### config.mk
export PLATFORM = sky130hd
export DESIGN_NAME = bc_control_sequencer
export DESIGN_NICKNAME = d
export VERILOG_FILES = /design/src/rtl/bc_control_sequencer.sv
export SDC_FILE = /design/constraint.sdc
export NUM_CORES = 1
export LEC_CHECK = 0
export CAP_MARGIN = 25
export CORE_UTILIZATION = 30
export CTS_CLUSTER_DIAMETER = 30
export DETAILED_ROUTE_END_ITERATION = 6
export PLACE_DENSITY = 0.74
export SYNTH_ARGS = -nofsm -noshare
export SYNTH_HDL_FRONTEND = slang
export SYNTH_SLANG_ARGS = --single-unit
### constraint.sdc
create_clock -name clk -period 2.05 [get_ports clk]
set_input_delay 0.41 -clock clk [delete_from_list [all_inputs] [get_ports clk]]
set_output_delay 0.41 -clock clk [all_outputs]
set_load 0.02 [all_outputs]
### src/rtl/bc_control_sequencer.sv
// Timing and control unit of the BC_I basic computer: sequence counter plus
// decode of IR and status flags into register strobes, bus select and ALU op.
module bc_control_sequencer #(
    parameter int unsigned ADDR_WIDTH = 12
) (
    input  logic                  clk,
    input  logic                  RST,
    input  logic                  start,
    input  logic [ADDR_WIDTH+3:0] ir,
    input  logic                  dr_zero,
    input  logic                  ac_zero,
    input  logic                  ac_sign,
    output logic [2:0]            sc,
    output logic [2:0]            bus_sel,
    output logic                  ar_we,
    output logic                  ar_inc,
    output logic                  pc_we,
    output logic                  pc_inc,
    output logic                  dr_we,
    output logic                  dr_inc,
    output logic                  ir_we,
    output logic                  ac_we,
    output logic                  ac_inc,
    output logic                  ac_rst,
    output logic [1:0]            alu_op,
    output logic                  mem_we,
    output logic                  halted
);

    localparam int unsigned I_BIT = ADDR_WIDTH + 3;

    localparam logic [2:0] BUS_NONE = 3'd0;
    localparam logic [2:0] BUS_AR   = 3'd1;
    localparam logic [2:0] BUS_PC   = 3'd2;
    localparam logic [2:0] BUS_DR   = 3'd3;
    localparam logic [2:0] BUS_AC   = 3'd4;
    localparam logic [2:0] BUS_IR   = 3'd5;
    localparam logic [2:0] BUS_MEM  = 3'd7;

    localparam logic [1:0] ALU_CMA  = 2'd3;

    localparam logic [2:0] OP_AND = 3'd0;
    localparam logic [2:0] OP_ADD = 3'd1;
    localparam logic [2:0] OP_LDA = 3'd2;
    localparam logic [2:0] OP_STA = 3'd3;
    localparam logic [2:0] OP_BUN = 3'd4;
    localparam logic [2:0] OP_BSA = 3'd5;
    localparam logic [2:0] OP_ISZ = 3'd6;
    localparam logic [2:0] OP_REG = 3'd7;

    localparam int unsigned B_CLA = 11;
    localparam int unsigned B_CMA = 9;
    localparam int unsigned B_INC = 5;
    localparam int unsigned B_SPA = 4;
    localparam int unsigned B_SNA = 3;
    localparam int unsigned B_SZA = 2;
    localparam int unsigned B_HLT = 0;

    typedef enum logic [2:0] {
        T0 = 3'd0,
        T1 = 3'd1,
        T2 = 3'd2,
        T3 = 3'd3,
        T4 = 3'd4,
        T5 = 3'd5,
        T6 = 3'd6
    } t_state_e;

    t_state_e sc_q, sc_d;
    logic     i_ff_q, i_ff_d;
    logic     halted_q, halted_d;

    logic [2:0] opcode;
    logic       unused_ir_bits;

    assign opcode         = ir[ADDR_WIDTH+2:ADDR_WIDTH];
    assign unused_ir_bits = ^{ir[10], ir[8:6], ir[1]};

    // State registers
    always_ff @(posedge clk or posedge RST) begin
        if (RST) begin
            sc_q     <= T0;
            i_ff_q   <= 1'b0;
            halted_q <= 1'b0;
        end else begin
            sc_q     <= sc_d;
            i_ff_q   <= i_ff_d;
            halted_q <= halted_d;
        end
    end

    // Next state and control decode
    always_comb begin
        sc_d     = t_state_e'(3'(sc_q + 3'd1));
        i_ff_d   = i_ff_q;
        halted_d = halted_q;
        bus_sel  = BUS_NONE;
        ar_we    = 1'b0;
        ar_inc   = 1'b0;
        pc_we    = 1'b0;
        pc_inc   = 1'b0;
        dr_we    = 1'b0;
        dr_inc   = 1'b0;
        ir_we    = 1'b0;
        ac_we    = 1'b0;
        ac_inc   = 1'b0;
        ac_rst   = 1'b0;
        alu_op   = 2'd0;
        mem_we   = 1'b0;

        if (halted_q) begin
            sc_d = T0;
            if (start) begin
                halted_d = 1'b0;
            end
        end else begin
            unique case (sc_q)
                T0: begin
                    bus_sel = BUS_PC;
                    ar_we   = 1'b1;
                end
                T1: begin
                    bus_sel = BUS_MEM;
                    ir_we   = 1'b1;
                    pc_inc  = 1'b1;
                end
                T2: begin
                    bus_sel = BUS_IR;
                    ar_we   = 1'b1;
                    i_ff_d  = ir[I_BIT];
                end
                T3: begin
                    if (opcode == OP_REG) begin
                        sc_d = T0;
                        if (!i_ff_q) begin
                            ac_rst = ir[B_CLA];
                            if (ir[B_CMA]) begin
                                ac_we  = 1'b1;
                                alu_op = ALU_CMA;
                            end
                            // CMA owns the AC load port, so INC yields to it
                            ac_inc = ir[B_INC] & ~ir[B_CMA];
                            pc_inc = (ir[B_SPA] & ~ac_sign) |
                                     (ir[B_SNA] &  ac_sign) |
                                     (ir[B_SZA] &  ac_zero);
                            if (ir[B_HLT]) begin
                                halted_d = 1'b1;
                            end
                        end
                    end else if (i_ff_q) begin
                        bus_sel = BUS_MEM;
                        ar_we   = 1'b1;
                    end
                end
                T4: begin
                    unique case (opcode)
                        OP_AND, OP_ADD, OP_LDA, OP_ISZ: begin
                            bus_sel = BUS_MEM;
                            dr_we   = 1'b1;
                        end
                        OP_STA: begin
                            bus_sel = BUS_AC;
                            mem_we  = 1'b1;
                            sc_d    = T0;
                        end
                        OP_BUN: begin
                            bus_sel = BUS_AR;
                            pc_we   = 1'b1;
                            sc_d    = T0;
                        end
                        OP_BSA: begin
                            bus_sel = BUS_PC;
                            mem_we  = 1'b1;
                            ar_inc  = 1'b1;
                        end
                        default: sc_d = T0;
                    endcase
                end
                T5: begin
                    unique case (opcode)
                        OP_AND, OP_ADD, OP_LDA: begin
                            ac_we  = 1'b1;
                            alu_op = opcode[1:0];
                            sc_d   = T0;
                        end
                        OP_BSA: begin
                            bus_sel = BUS_AR;
                            pc_we   = 1'b1;
                            sc_d    = T0;
                        end
                        OP_ISZ: dr_inc = 1'b1;
                        default: sc_d = T0;
                    endcase
                end
                T6: begin
                    sc_d = T0;
                    if (opcode == OP_ISZ) begin
                        bus_sel = BUS_DR;
                        mem_we  = 1'b1;
                        pc_inc  = dr_zero;
                    end
                end
                default: sc_d = T0;
            endcase
        end

        // Reset kills every strobe immediately, without waiting for an edge
        if (RST) begin
            bus_sel = BUS_NONE;
            ar_we   = 1'b0;
            ar_inc  = 1'b0;
            pc_we   = 1'b0;
            pc_inc  = 1'b0;
            dr_we   = 1'b0;
            dr_inc  = 1'b0;
            ir_we   = 1'b0;
            ac_we   = 1'b0;
            ac_inc  = 1'b0;
            ac_rst  = 1'b0;
            alu_op  = 2'd0;
            mem_we  = 1'b0;
        end
    end

    assign sc     = sc_q;
    assign halted = halted_q;

endmodule

==> results of run 1 <==
## layer usage
layer,wire [um],global-route usage [%]
met4,89,13.16
met2,1592,45.99
met5,0,0
met3,94,2.899
met1,1234,25.09
## final cells by class
type,count,area share [%]
clock buffer,3,1.453
clock inverter,1,0.3228
timing repair buffer,74,39.31
multi-input combinational,78,46.49
sequential,5,8.232
tap,28,2.260
inverter,8,1.937
## registers in the layout, indices dropped and copies added (netlist names)
register,cells
i_ff_q,1
halted,1
sc,3
## critical path, stage by stage (launching register included)
cell and delay, ns:
dfrtp_2 0.45, ha_4 0.18, ha_4 0.19, buf_6 0.12, a21oi_2 0.11, nor2_1 0.06
o21a_2 0.14, and2_4 0.16, buf_6 0.12
## power groups by stage
| stage | sequential, mW | combinational (mW) | clock [mW] |
|---|---|---|---|
| after global routing | 0.202 | 1.36 | 0.124 |
| after global placement | 0.180 | 0.980 | 0 |
| after detailed placement | 0.185 | 1.00 | 0 |
| final | 0.199 | 1.27 | 0.116 |
| after CTS | 0.192 | 1.17 | 0.121 |
| after floorplan | 0.211 | 0.517 | 0 |
## cell usage after synthesis (3+ instances only)
cell type  number
a21oi_1         4
a31oi_1         4
and2_1          5
dfrtp_1         5
ha_1            5
inv_1           7
nand2_1        10
nor2_1          4
nor2b_1         3
nor3_1          6
o21ai_1         3
## cells in the final DEF, fill, tap and decap left out, types with 2 or more instances in the layout
| cell type | n |
|---|---|
| a211oi_2 | 2 |
| a21oi_1 | 3 |
| a31oi_1 | 4 |
| and2_1 | 3 |
| and2_4 | 2 |
| buf_2 | 5 |
| buf_4 | 44 |
| buf_6 | 4 |
| clkbuf_4 | 3 |
| clkdlybuf4s50_1 | 15 |
| dfrtp_1 | 3 |
| dfrtp_2 | 2 |
| dlygate4sd2_1 | 4 |
| ha_4 | 5 |
| inv_1 | 5 |
| inv_2 | 3 |
| mux2i_1 | 2 |
| nand2_1 | 9 |
| nand3_1 | 2 |
| nand3b_1 | 2 |
| nor2_1 | 3 |
| nor2_4 | 2 |
| nor2b_1 | 2 |
| nor3_1 | 5 |
| nor3_2 | 3 |
| nor3b_2 | 2 |
| o21ai_1 | 3 |
| o21ai_2 | 2 |
## final timing paths
path / start / endpoint / depth (start not counted)
setup reg to reg: sc[1]$_DFF_PP0_ / sc[1]$_DFF_PP0_ / 8
hold / removal: RST / halted$_DFF_PP0_ / 2
max in group asynchronous: RST / sc[1]$_DFF_PP0_ / 2
setup / recovery: sc[1]$_DFF_PP0_ / alu_op[1] / 8
hold reg to reg: i_ff_q$_DFFE_PP0P_ / i_ff_q$_DFFE_PP0P_ / 1
min in group clk: i_ff_q$_DFFE_PP0P_ / i_ff_q$_DFFE_PP0P_ / 1
## logic make-up (layout without fill, tap and decap cells)
family,Yosys count,after routing,synth area share [%]
AO/OA/AOI/OAI,25,25,25.49
flip-flops,5,5,16.34
AND/OR/NAND/NOR,45,45,36.28
adder cells (fa/ha/maj),5,5,8.170
buffers and inverters,14,86,9.640
multiplexers,3,3,4.085
## stage by stage
step,total power [mW],cell area (sq um),util (%)
final,1.581,1550,66.86
after global routing,1.684,1550,66.86
after CTS,1.484,1495,64.49
after detailed placement,1.186,1343,57.91
after global placement,1.160,1343,57.91
after floorplan,0.7282,780.7,-
## timing repair
| item | CTS | global route |
|---|---|---|
| pin swaps | 9 | 3 |
| endpoints found under the setup margin | 16 | 15 |
| resized for setup | 102 | 15 |
| buffers inserted | 8 | 2 |
==> results.json, run 1 <==
{
  "fmax_ghz": 0.4551,
  "p_sw_mw": 0.7283,
  "ys_seq_area_share_pct": 16.34,
  "port_buffers": 36,
  "p_comb_share_pct": 80.1,
  "synth_area_leader_cell": "dfrtp_1",
  "wl_mm": 3.011,
  "drtIter0Drc": 17,
  "via_count": 1046,
  "grt_usage_pct": 24.17,
  "layout_setup_ws_ns": -0.1471,
  "cellInternalPower_mw": 0.8529,
  "syn_to_final_growth_pct": 102.5,
  "multi_input_area_sq_um": 720.7,
  "p_leak_nw": 0.6882,
  "die_w_um": 52.52,
  "vias_per_cell": 5.310,
  "startpoint_type": "flop",
  "cts_made_buffers": 3,
  "fin_nets": 197,
  "yosysUniqueCellTypes": 44,
  "cts.sinks": 5,
  "place_hpwl_mm": 1.973,
  "syn_area_sq_um": 765.7,
  "synth_cells": 97,
  "yosys_most_used_dff": "dfrtp_1",
  "p_sw_share_pct": 46.06,
  "wl_per_cell_um": 15.28,
  "final_cells": 197,
  "rsz0062_at_grt": "yes",
  "synth_edf_count": 0,
  "cts_hold_buf": 0,
  "max-slew-margin-rel_pct": 77.15,
  "status": "finished, violations left",
  "hold_class": "in -> async",
  "ir_drop_mv": 0.7920,
  "die-area_sq_um": 2758,
  "yosysTopAreaCellShare_pct": 16.34,
  "register_area_sq_um": 127.6,
  "power_density_nw_per_um2": 1020,
  "holdWs_ns": 0.2484,
  "first_pass_iters": 4,
  "place_ws_ns": -0.6761,
  "grt-ovfl-total": 0,
  "antenna_found_initial": 0,
  "drive_above_1_share_pct": 55.62,
  "synth_seq_cells": 5,
  "synth_warnings": 0,
  "core-area_sq_um": 2318,
  "fin_setup_tns_ns": -0.8025,
  "cp.arrival_ns": 1.79,
  "ys_top_cells_by_area": "dfrtp_1 (16%), ha_1 (8.2%), nand2_1 (4.9%), and2_1 (4.1%), nor3_1 (3.9%)",
  "fp.dieH_um": 52.52,
  "crit_path_end_kind": "primary output",
  "setup_violations": 12,
  "clkTransAtPathRegs_ns": 0.05,
  "clk_path_buf_depth": 2,
  "ant_nets": 0,
  "grt_pass1_vias": 1080,
  "clkPwrFrac_pct": 7.3,
  "fin_crit_sh_pct": 107.2,
  "worstSkewPairLatency_ns": 0.25,
  "gp_congestion": 0.8954,
  "async_flop_share_pct": 100.0,
  "cts_tree": "yes",
  "io_pins": 42,
  "r2r_slack_ns": 0.24,
  "cp_max_fo": 7,
  "fillers": 170,
  "violations": "setup timing",
  "placed_cells": 183,
  "h-tree-depth": 1,
  "syn-num-nets": 124,
  "slew_violations": 0,
  "path_class": "reg -> out",
  "grt_max_degree": 15,
  "hold_viol": 0,
  "initial_utilization_pct": 33.03,
  "min_period_ns": 2.197,
  "rows": 17,
  "cts-root-buf": "clkbuf_4",
  "cap_violations": 0,
  "crit_required_ns": 1.64,
  "route.detailed.drc": 0,
  "worst_pin_slew_ns": 0.3402,
  "grt_pass1_wl_mm": 4.795,
  "finClkSkew_ns": 0.002150,
  "antennaDiodeCount": 0,
  "seqPwrFrac_pct": 12.6,
  "avgSynthCellArea_sq_um": 7.894
}
No activity file was read; power rests on OpenSTA's default activity.
==> run 2: changes to the inputs <==
--- a/config.mk
+++ b/config.mk
@@ -6,10 +6,11 @@
 export NUM_CORES = 1
 export LEC_CHECK = 0
 export CAP_MARGIN = 25
-export CORE_UTILIZATION = 30
+export CORE_UTILIZATION = 38
 export CTS_CLUSTER_DIAMETER = 30
 export DETAILED_ROUTE_END_ITERATION = 6
-export PLACE_DENSITY = 0.74
+export HOLD_SLACK_MARGIN = 0.03
+export PLACE_DENSITY = 0.88
 export SYNTH_ARGS = -nofsm -noshare
 export SYNTH_HDL_FRONTEND = slang
 export SYNTH_SLANG_ARGS = --single-unit
==> results.json, run 2 (synthesis results as in run 1) <==
{
  "cap_violations": 0,
  "status": "finished, violations left",
  "route.detailed.drc": 0,
  "cts_hold_buf": 0,
  "gp_congestion": 0.8410,
  "setup_violations": 8,
  "max-slew-margin-rel_pct": 78.63,
  "wl_mm": 3.023,
  "fin_nets": 187,
  "antenna_found_initial": 0,
  "startpoint_type": "flop",
  "final_common_cell": "buf_4",
  "die_w_um": 46.89,
  "fp.dieH_um": 46.89,
  "cp_top_family": "flip-flops",
  "cts_tree": "yes",
  "fin_crit_sh_pct": 106.5,
  "hold_viol": 0,
  "rsz0062_at_grt": "yes",
  "syn_to_final_growth_pct": 91.01,
  "final_cells": 184,
  "worst_pin_slew_ns": 0.3194,
  "largest_reg_flops": 3,
  "placed_cells": 179,
  "crit_path_end_kind": "primary output",
  "worst_path_most_repeated_cell": "ha_4",
  "ir_drop_mv": 0.9758,
  "p_leak_nw": 0.6312,
  "fillers": 117,
  "cts.sinks": 5,
  "initial_utilization_pct": 42.50,
  "grt-ovfl-total": 0,
  "grt_max_degree": 15,
  "hold_class": "in -> async",
  "grt_pass1_vias": 925,
  "rows": 15,
  "power_density_nw_per_um2": 1007,
  "via_count": 1021,
  "path_cells": "ha_4 -> ha_4 -> buf_6 -> o41ai_4 -> a31oi_1 -> buf_2",
  "core-area_sq_um": 1802,
  "drtIter0Drc": 33,
  "worstSkewPairLatency_ns": 0.25,
  "layout_common_cells": "buf_4 (29), clkdlybuf4s50_1 (16), nand2_1 (9), buf_6 (7), buf_2 (7)",
  "path_buf_inv": 2,
  "io_pins": 42,
  "fin_setup_tns_ns": -0.7262,
  "die-area_sq_um": 2199,
  "grt_pass1_wl_mm": 4.278,
  "cp.arrival_ns": 1.77,
  "wl_per_cell_um": 16.43,
  "final_util_pct": 81.18,
  "cts-root-buf": "clkbuf_4",
  "power_mw": 1.474,
  "cp_max_fo": 7,
  "slew_violations": 0,
  "antennaDiodeCount": 0,
  "clkTransAtPathRegs_ns": 0.05,
  "port_buffers": 36,
  "layout_setup_ws_ns": -0.1337,
  "ant_nets": 0,
  "h-tree-depth": 1,
  "drive_above_1_share_pct": 51.57,
  "vias_per_cell": 5.549,
  "min_period_ns": 2.184,
  "grt_usage_pct": 28.77,
  "violations": "setup timing",
  "max_stage_delay_ns": 0.44,
  "place_hpwl_mm": 2.090,
  "fmax_ghz": 0.4579,
  "clk_path_buf_depth": 2,
  "finClkSkew_ns": 0.004148,
  "cts_made_buffers": 3,
  "slowest_stage": "dfrtp_2",
  "crit_required_ns": 1.64,
  "path_class": "reg -> out",
  "first_pass_iters": 4
}
==> run 2: cell count changes in the layout (fill, tap and decap cells not counted), sizes merged <==
cell and change:
dlygate4sd2 -1, clkinv -1, clkdlybuf4s50 +1, buf -10
clkbuf +1
==> run 2: cell type report <==
class                   count  area (sq um)  share of cell area, %
clock buffers               4         26.28                  1.796
inverters                   8         30.03                  2.053
multi-input cells          78         705.7                  48.25
flip-flops and latches      5         127.6                  8.725
well taps                  25         31.28                  2.139
repair buffers             64         541.8                  37.04
==> run 2: path summary, 6_finish.rpt <==
path / slack [ns] / end / cells after the start / start
worst min-delay path: 0.15 / halted$_DFF_PP0_ / 2 / RST
max in group asynchronous: 1.71 / sc[0]$_DFF_PP0_ / 2 / RST
min in group clk: 0.64 / sc[0]$_DFF_PP0_ / 2 / sc[0]$_DFF_PP0_
worst min register to register: 0.64 / sc[0]$_DFF_PP0_ / 2 / sc[0]$_DFF_PP0_
worst max register to register: 0.27 / sc[1]$_DFF_PP0_ / 8 / sc[1]$_DFF_PP0_
worst max-delay path: -0.13 / bus_sel[1] / 6 / sc[1]$_DFF_PP0_
==> run 2: power by group <==
part | internal, mW | switching [mW]
combinational | 0.560 | 0.606
sequential | 0.139 | 0.0518
clock | 0.0737 | 0.0428
total | 0.773 | 0.701
==> run 2: per-stage QoR <==
stage	area [sq um]	hold slack [ns]	setup WS, ns
4_1_cts	1426	0.4764	-0.1024
5_1_grt	1463	0.1768	-0.1873
3_5_place_dp	1331	0.5649	-0.6742
2_1_floorplan	780.7	0.1884	0.01662
3_3_place_gp	1331	0.5504	-0.5958
6_report	1463	0.1526	-0.1337
==> run 2: routing by layer <==
layer	track usage [%]	vias to the layer above	part of all wire, %
li1	-	474	-
met1	31.63	503	37
met2	53.06	38	57
met3	5.000	6	4.7
met4	13.71	0	1.4
met5	0	-	0
==> run 2: repair_timing <==
item,in CTS,in global routing
endpoints found under the setup margin,16,15
buffers inserted,1,0
gates resized for setup,102,12
pin swaps,3,5
